### config.mk
export PLATFORM = sky130hd
export DESIGN_NAME = can_config_sequencer
export DESIGN_NICKNAME = d
export VERILOG_FILES = /design/src/rtl/can_config_sequencer.sv
export SDC_FILE = /design/constraint.sdc
export NUM_CORES = 1
export LEC_CHECK = 0
export CORE_UTILIZATION = 55
export CTS_CLUSTER_DIAMETER = 50
export CTS_CLUSTER_SIZE = 10
export DETAILED_ROUTE_END_ITERATION = 12
export PLACE_DENSITY = 0.93
export SLEW_MARGIN = 20
export SYNTH_ARGS = -nofsm -noshare
export SYNTH_HDL_FRONTEND = slang
export SYNTH_SLANG_ARGS = --single-unit
export TNS_END_PERCENT = 5
### constraint.sdc
create_clock -name clk_i -period 3.55 [get_ports clk_i]
set_input_delay 0.5325 -clock clk_i [delete_from_list [all_inputs] [get_ports clk_i]]
set_output_delay 0.5325 -clock clk_i [all_outputs]
set_load 0.01 [all_outputs]
### src/rtl/can_config_sequencer.sv
// Wishbone-master bring-up sequencer that writes the SJA1000 setup table (reset mode, CDR, BTR, ACR/AMR, run).
// Optional read-back verification of each non-MODE write is enabled by defining CAN_CFG_VERIFY_EN.
module can_config_sequencer #(
    parameter int unsigned TIMEOUT = 64
) (
    input  logic        clk_i,
    input  logic        rst_i,
    input  logic        start_i,
    input  logic        ext_mode_i,
    input  logic        afm_i,
    input  logic [1:0]  sjw_i,
    input  logic [5:0]  brp_i,
    input  logic        sam_i,
    input  logic [3:0]  tseg1_i,
    input  logic [2:0]  tseg2_i,
    input  logic [31:0] acr_i,
    input  logic [31:0] amr_i,
    output logic        busy_o,
    output logic        done_o,
    output logic        err_o,
    output logic [4:0]  err_step_o,
    output logic        wb_cyc_o,
    output logic        wb_stb_o,
    output logic        wb_we_o,
    output logic [7:0]  wb_adr_o,
    output logic [7:0]  wb_dat_o,
    input  logic [7:0]  wb_dat_i,
    input  logic        wb_ack_i
);

    localparam int unsigned CNT_W  = (TIMEOUT > 2) ? $clog2(TIMEOUT) : 1;
    localparam int unsigned STEP_W = 5;

    typedef enum logic [2:0] {
        S_IDLE,
        S_REQ,
        S_WAIT,
        S_GAP,
        S_DONE,
        S_ERR
    } state_t;

    state_t             state;
    logic [STEP_W-1:0]  step;
    logic               rd_phase;
    logic [CNT_W-1:0]   tmo_cnt;

    logic               ext_q;
    logic               afm_q;
    logic [7:0]         btr0_q;
    logic [7:0]         btr1_q;
    logic [31:0]        acr_q;
    logic [31:0]        amr_q;

    logic [STEP_W-1:0]  next_step;
    logic [STEP_W-1:0]  last_step;
    logic [7:0]         tbl_adr;
    logic [7:0]         tbl_dat;
    logic               need_rd;
    logic               rd_bad;

    assign next_step = step + STEP_W'(1);
    assign last_step = ext_q ? STEP_W'(12) : STEP_W'(6);

    // Register write table for the step after the current one
    always_comb begin
        tbl_adr = 8'h00;
        tbl_dat = 8'h00;
        if (ext_q) begin
            case (next_step)
                5'd0:  begin tbl_adr = 8'd0;  tbl_dat = 8'h01;        end
                5'd1:  begin tbl_adr = 8'd31; tbl_dat = 8'h80;        end
                5'd2:  begin tbl_adr = 8'd6;  tbl_dat = btr0_q;       end
                5'd3:  begin tbl_adr = 8'd7;  tbl_dat = btr1_q;       end
                5'd4:  begin tbl_adr = 8'd16; tbl_dat = acr_q[31:24]; end
                5'd5:  begin tbl_adr = 8'd17; tbl_dat = acr_q[23:16]; end
                5'd6:  begin tbl_adr = 8'd18; tbl_dat = acr_q[15:8];  end
                5'd7:  begin tbl_adr = 8'd19; tbl_dat = acr_q[7:0];   end
                5'd8:  begin tbl_adr = 8'd20; tbl_dat = amr_q[31:24]; end
                5'd9:  begin tbl_adr = 8'd21; tbl_dat = amr_q[23:16]; end
                5'd10: begin tbl_adr = 8'd22; tbl_dat = amr_q[15:8];  end
                5'd11: begin tbl_adr = 8'd23; tbl_dat = amr_q[7:0];   end
                5'd12: begin tbl_adr = 8'd0;  tbl_dat = {4'b0000, afm_q, 3'b000}; end
                default: begin tbl_adr = 8'h00; tbl_dat = 8'h00; end
            endcase
        end else begin
            case (next_step)
                5'd0:  begin tbl_adr = 8'd0;  tbl_dat = 8'h01;        end
                5'd1:  begin tbl_adr = 8'd31; tbl_dat = 8'h00;        end
                5'd2:  begin tbl_adr = 8'd6;  tbl_dat = btr0_q;       end
                5'd3:  begin tbl_adr = 8'd7;  tbl_dat = btr1_q;       end
                5'd4:  begin tbl_adr = 8'd4;  tbl_dat = acr_q[31:24]; end
                5'd5:  begin tbl_adr = 8'd5;  tbl_dat = amr_q[31:24]; end
                5'd6:  begin tbl_adr = 8'd0;  tbl_dat = 8'h00;        end
                default: begin tbl_adr = 8'h00; tbl_dat = 8'h00; end
            endcase
        end
    end

`ifdef CAN_CFG_VERIFY_EN
    // Both MODE writes are skipped: reading MODE back mid-transition is not meaningful
    assign need_rd = !rd_phase && (step != '0) && (step != last_step);
    assign rd_bad  = rd_phase && (wb_dat_i != wb_dat_o);
`else
    logic unused_rd;
    assign need_rd   = 1'b0;
    assign rd_bad    = 1'b0;
    assign unused_rd = ^{wb_dat_i, rd_phase};
`endif

    // Sequencer FSM with registered bus and status outputs
    always_ff @(posedge clk_i) begin
        if (rst_i) begin
            state      <= S_IDLE;
            step       <= '0;
            rd_phase   <= 1'b0;
            tmo_cnt    <= '0;
            ext_q      <= 1'b0;
            afm_q      <= 1'b0;
            btr0_q     <= 8'h00;
            btr1_q     <= 8'h00;
            acr_q      <= 32'h0;
            amr_q      <= 32'h0;
            busy_o     <= 1'b0;
            done_o     <= 1'b0;
            err_o      <= 1'b0;
            err_step_o <= 5'd0;
            wb_cyc_o   <= 1'b0;
            wb_stb_o   <= 1'b0;
            wb_we_o    <= 1'b0;
            wb_adr_o   <= 8'h00;
            wb_dat_o   <= 8'h00;
        end else begin
            done_o <= 1'b0;
            case (state)
                S_IDLE: begin
                    if (start_i) begin
                        ext_q      <= ext_mode_i;
                        afm_q      <= afm_i;
                        btr0_q     <= {sjw_i, brp_i};
                        btr1_q     <= {sam_i, tseg2_i, tseg1_i};
                        acr_q      <= acr_i;
                        amr_q      <= amr_i;
                        err_o      <= 1'b0;
                        err_step_o <= 5'd0;
                        busy_o     <= 1'b1;
                        step       <= '0;
                        rd_phase   <= 1'b0;
                        tmo_cnt    <= '0;
                        wb_cyc_o   <= 1'b1;
                        wb_stb_o   <= 1'b1;
                        wb_we_o    <= 1'b1;
                        wb_adr_o   <= 8'd0;
                        wb_dat_o   <= 8'h01;
                        state      <= S_REQ;
                    end
                end
                S_REQ, S_WAIT: begin
                    if (wb_ack_i || (tmo_cnt == CNT_W'(TIMEOUT - 1))) begin
                        wb_cyc_o <= 1'b0;
                        wb_stb_o <= 1'b0;
                        tmo_cnt  <= '0;
                        if (wb_ack_i && !rd_bad) begin
                            state <= S_GAP;
                        end else begin
                            err_o      <= 1'b1;
                            err_step_o <= step;
                            busy_o     <= 1'b0;
                            state      <= S_ERR;
                        end
                    end else begin
                        tmo_cnt <= tmo_cnt + CNT_W'(1);
                        state   <= S_WAIT;
                    end
                end
                S_GAP: begin
                    if (need_rd) begin
                        rd_phase <= 1'b1;
                        wb_cyc_o <= 1'b1;
                        wb_stb_o <= 1'b1;
                        wb_we_o  <= 1'b0;
                        state    <= S_REQ;
                    end else if (step == last_step) begin
                        busy_o <= 1'b0;
                        done_o <= 1'b1;
                        state  <= S_DONE;
                    end else begin
                        rd_phase <= 1'b0;
                        step     <= next_step;
                        wb_cyc_o <= 1'b1;
                        wb_stb_o <= 1'b1;
                        wb_we_o  <= 1'b1;
                        wb_adr_o <= tbl_adr;
                        wb_dat_o <= tbl_dat;
                        state    <= S_REQ;
                    end
                end
                S_DONE:  state <= S_IDLE;
                S_ERR:   state <= S_IDLE;
                default: state <= S_IDLE;
            endcase
        end
    end

endmodule
==> impl_metrics.ini <==
[routing]
routed_via_density = 6.08
drt_iter0_drc = 488
drtPass1Iterations = 9
drc = 0
routed-via-count = 5723
drt_wl_total_mm = 17.2
drtAntennaViolNets = 0
avgRoutedWirePerCell_um = 18.2

[timing]
slew_headroom = 0.349
hold_ws_ns = 0.455
min_period_over_period = 0.828
fin_crit_ns = 2.94
setup_viol = 0
max_freq_mhz = 340
rsz0062_at_grt = false
fin_setup_tns_ns = 0
drv_slew = 0
finalHoldViolCount = 0
finalClockSkew_ns = 0.0106
worst_pin_slew_ns = 0.977

[yosys]
synth_cell_types = 71
syn_area_sq_um = 5680
synth_area_leader_cell = dfxtp_1
synth_flop_cell = dfxtp_1
synth_top_area_share = 0.420
ys_seq_area_frac = 0.420
synth-edff-count = 0
syn_avg_cell_area_sq_um = 7.94
syn_inst = 715
synth_area_leaders = dfxtp_1, nand2_1, a21oi_1
async_flop_share = 0
synth-seq-cells = 119
yosysWarnings = 0

[setup_path]
critPathBufInv = 0
critPathTopFamily = simple AND/OR/NAND/NOR gates
slowest_stage = dfxtp_1
r2r_end = wb_adr_o[2]$_SDFFE_PP0P_
r2r_cells = 7
reg2reg_slack_ns = 0.61
slowest_delay_ns = 0.63
reg2reg_from = step[1]$_SDFFE_PP0P_
end_kind = flop
cp.required_ns = 3.97
cp_max_fo = 13
critPathKind = flop to flop
crit_path_start_kind = flop
path_cells = ha_1 -> nand3_2 -> xor2_1 -> nand2b_1 -> o22ai_1 -> a21oi_1 -> nor3_1
cp.arrival_ns = 3.36

[power_and_ir_drop]
power_density_nw_per_um2 = 551
leakagePower_nw = 2.60
p_comb_frac = 0.166
switching_share = 0.290
irDropWorstVdd_uv = 406
power.switching_mw = 1.16
clkPwrFrac = 0.444
seqPwrFrac = 0.391
p_int_mw = 2.85

[clock_tree]
root_buffer = clkbuf_8
htree_levels = 4
clk-insertion-delay-late_ns = 0.53
cts-hold-fix-buffers = 0
cts_buffers = 17
cts.sinks = 119
postCtsSetupRepairBufs = 0
clock_path_buffers = 2
cts_tree = done
cts_resized = 0
clk_pin_slew_ns = 0.06

[final_layout]
syn2layout_area_growth_pct = 28.3
final_cell_mix = nand2_1, dfxtp_1, a21oi_1, clkdlybuf4s50_1, nor2_1
finalNetCount = 896
fillCellCount = 707
multi_input_area_sq_um = 2920
num_antenna_cells = 0
final_common_cell = nand2_1
regArea_sq_um = 2380
final_layout_size_suffix_gt1_frac = 0.0803

[placement]
io_buffers = 109
gp_congestion = 0.962
dp_hpwl_mm = 11.6

[floorplan]
io_pins = 121
rows = 36
die_y_um = 104
dieArea_sq_um = 10700
start_util = 0.573
core_area_sq_um = 9910
die_w_um = 104

[global_route]
grt_pass1_vias = 5512
grt_overflow = 0
antenna_found_initial = 0
grt_pass1_wl_mm = 27.5
grt_start_max_net_pins = 74
grt.total_usage = 0.324

[min_path]
worstHoldPathCells = 2
min_from = acr_q[11]$_SDFFE_PP0P_
hold-path-endpoint = acr_q[11]$_SDFFE_PP0P_
hold_path_class = flop to flop

[run_status]
status = finished clean

[run]
cap_violations = 0
-- final cells by class --
type / count / share of cell area
multi-input combinational: 531 / 0.400
timing repair buffer: 121 / 0.163
tap: 133 / 0.0228
clock buffer: 19 / 0.0606
inverter: 6 / 0.00309
sequential: 119 / 0.327
clock inverter: 13 / 0.0232
-- cell usage after synthesis, types with 5 or more instances --
cell type / number
nor3_1: 7
buf_4: 7
clkbuf_1: 31
a22oi_1: 11
o21ai_0: 12
a31oi_1: 7
inv_1: 6
and3_1: 6
ha_1: 6
nand2_1: 201
a22o_1: 8
a221oi_1: 12
xnor2_1: 6
o211ai_1: 6
dfxtp_1: 119
buf_6: 5
nand3_1: 13
a222oi_1: 6
buf_2: 12
a21oi_1: 112
nor3b_1: 5
nor2_1: 32
-- registers in the layout (all words and copies together), names as in the netlist --
name        count
acr_q          32
afm_q           1
amr_q          32
btr0_q          8
btr1_q          8
busy_o          1
done_o          1
err_o           1
err_step_o      5
ext_q           1
state           3
step            5
tmo_cnt         6
wb_adr_o        5
wb_dat_o        8
wb_stb_o        1
wb_we_o         1
-- logic make-up after synthesis --
kind of cell               after synthesis  share of synthesized area
adders and majority gates                6                     0.0132
xor gates and xnor gates                10                     0.0154
other                                    1                   0.000660
buffers and inverters                   67                     0.0692
muxes                                    1                    0.00176
AOI/OAI and AO/OA                      215                      0.252
DFF                                    119                      0.420
and+or+nand+nor                        296                      0.228
-- per-stage QoR --
step	cells	power (mW)	utilization	area [sq um]	worst slack, ns
2_1_floorplan	717	2.00	-	5690	1.48
3_3_place_gp	910	2.20	0.674	6680	0.750
3_5_place_dp	910	2.24	0.674	6680	0.723
4_1_cts	942	4.00	0.735	7290	0.682
5_1_grt	942	4.15	0.735	7290	0.400
6_report	942	4.02	0.735	7290	0.611
-- worst register-to-register path: cells and delay by family (launching register included) --
kind | cells | cell delay [ns]
AO/OA/AOI/OAI | 2 | 0.34
XOR/XNOR | 1 | 0.51
adder cells (fa/ha/maj) | 1 | 0.58
flip-flops | 1 | 0.63
AND/OR/NAND/NOR | 3 | 0.79
-- power by group through the flow --
stage | Clock, mW | Combinational (mW) | Sequential [mW]
3_3_place_gp | 0 | 0.621 | 1.58
3_5_place_dp | 0 | 0.645 | 1.59
6_report | 1.78 | 0.665 | 1.57
5_1_grt | 1.85 | 0.728 | 1.58
4_1_cts | 1.78 | 0.655 | 1.57
2_1_floorplan | 0 | 0.440 | 1.56
-- routing by layer --
layer	share of wire	GRT usage
met1	0.40	0.409
met5	0	0
met2	0.50	0.539
met3	0.084	0.0673
met4	0.024	0.133
-- worst max path at each step --
stage                    startpoint                        to  slack [ns]  cells past startpoint
3_5_place_dp   step[1]$_SDFFE_PP0P_  wb_dat_o[0]$_SDFFE_PP0P_        0.72                      7
5_1_grt        step[1]$_SDFFE_PP0P_  wb_adr_o[2]$_SDFFE_PP0P_        0.40                      7
4_1_cts        step[1]$_SDFFE_PP0P_  wb_adr_o[2]$_SDFFE_PP0P_        0.68                      7
6_report       step[1]$_SDFFE_PP0P_  wb_adr_o[2]$_SDFFE_PP0P_        0.61                      7
3_3_place_gp                start_i  wb_adr_o[2]$_SDFFE_PP0P_        0.75                      6
2_1_floorplan  step[0]$_SDFFE_PP0P_  wb_dat_o[1]$_SDFFE_PP0P_        1.48                      9
No activity file was read; power rests on OpenSTA's default activity.
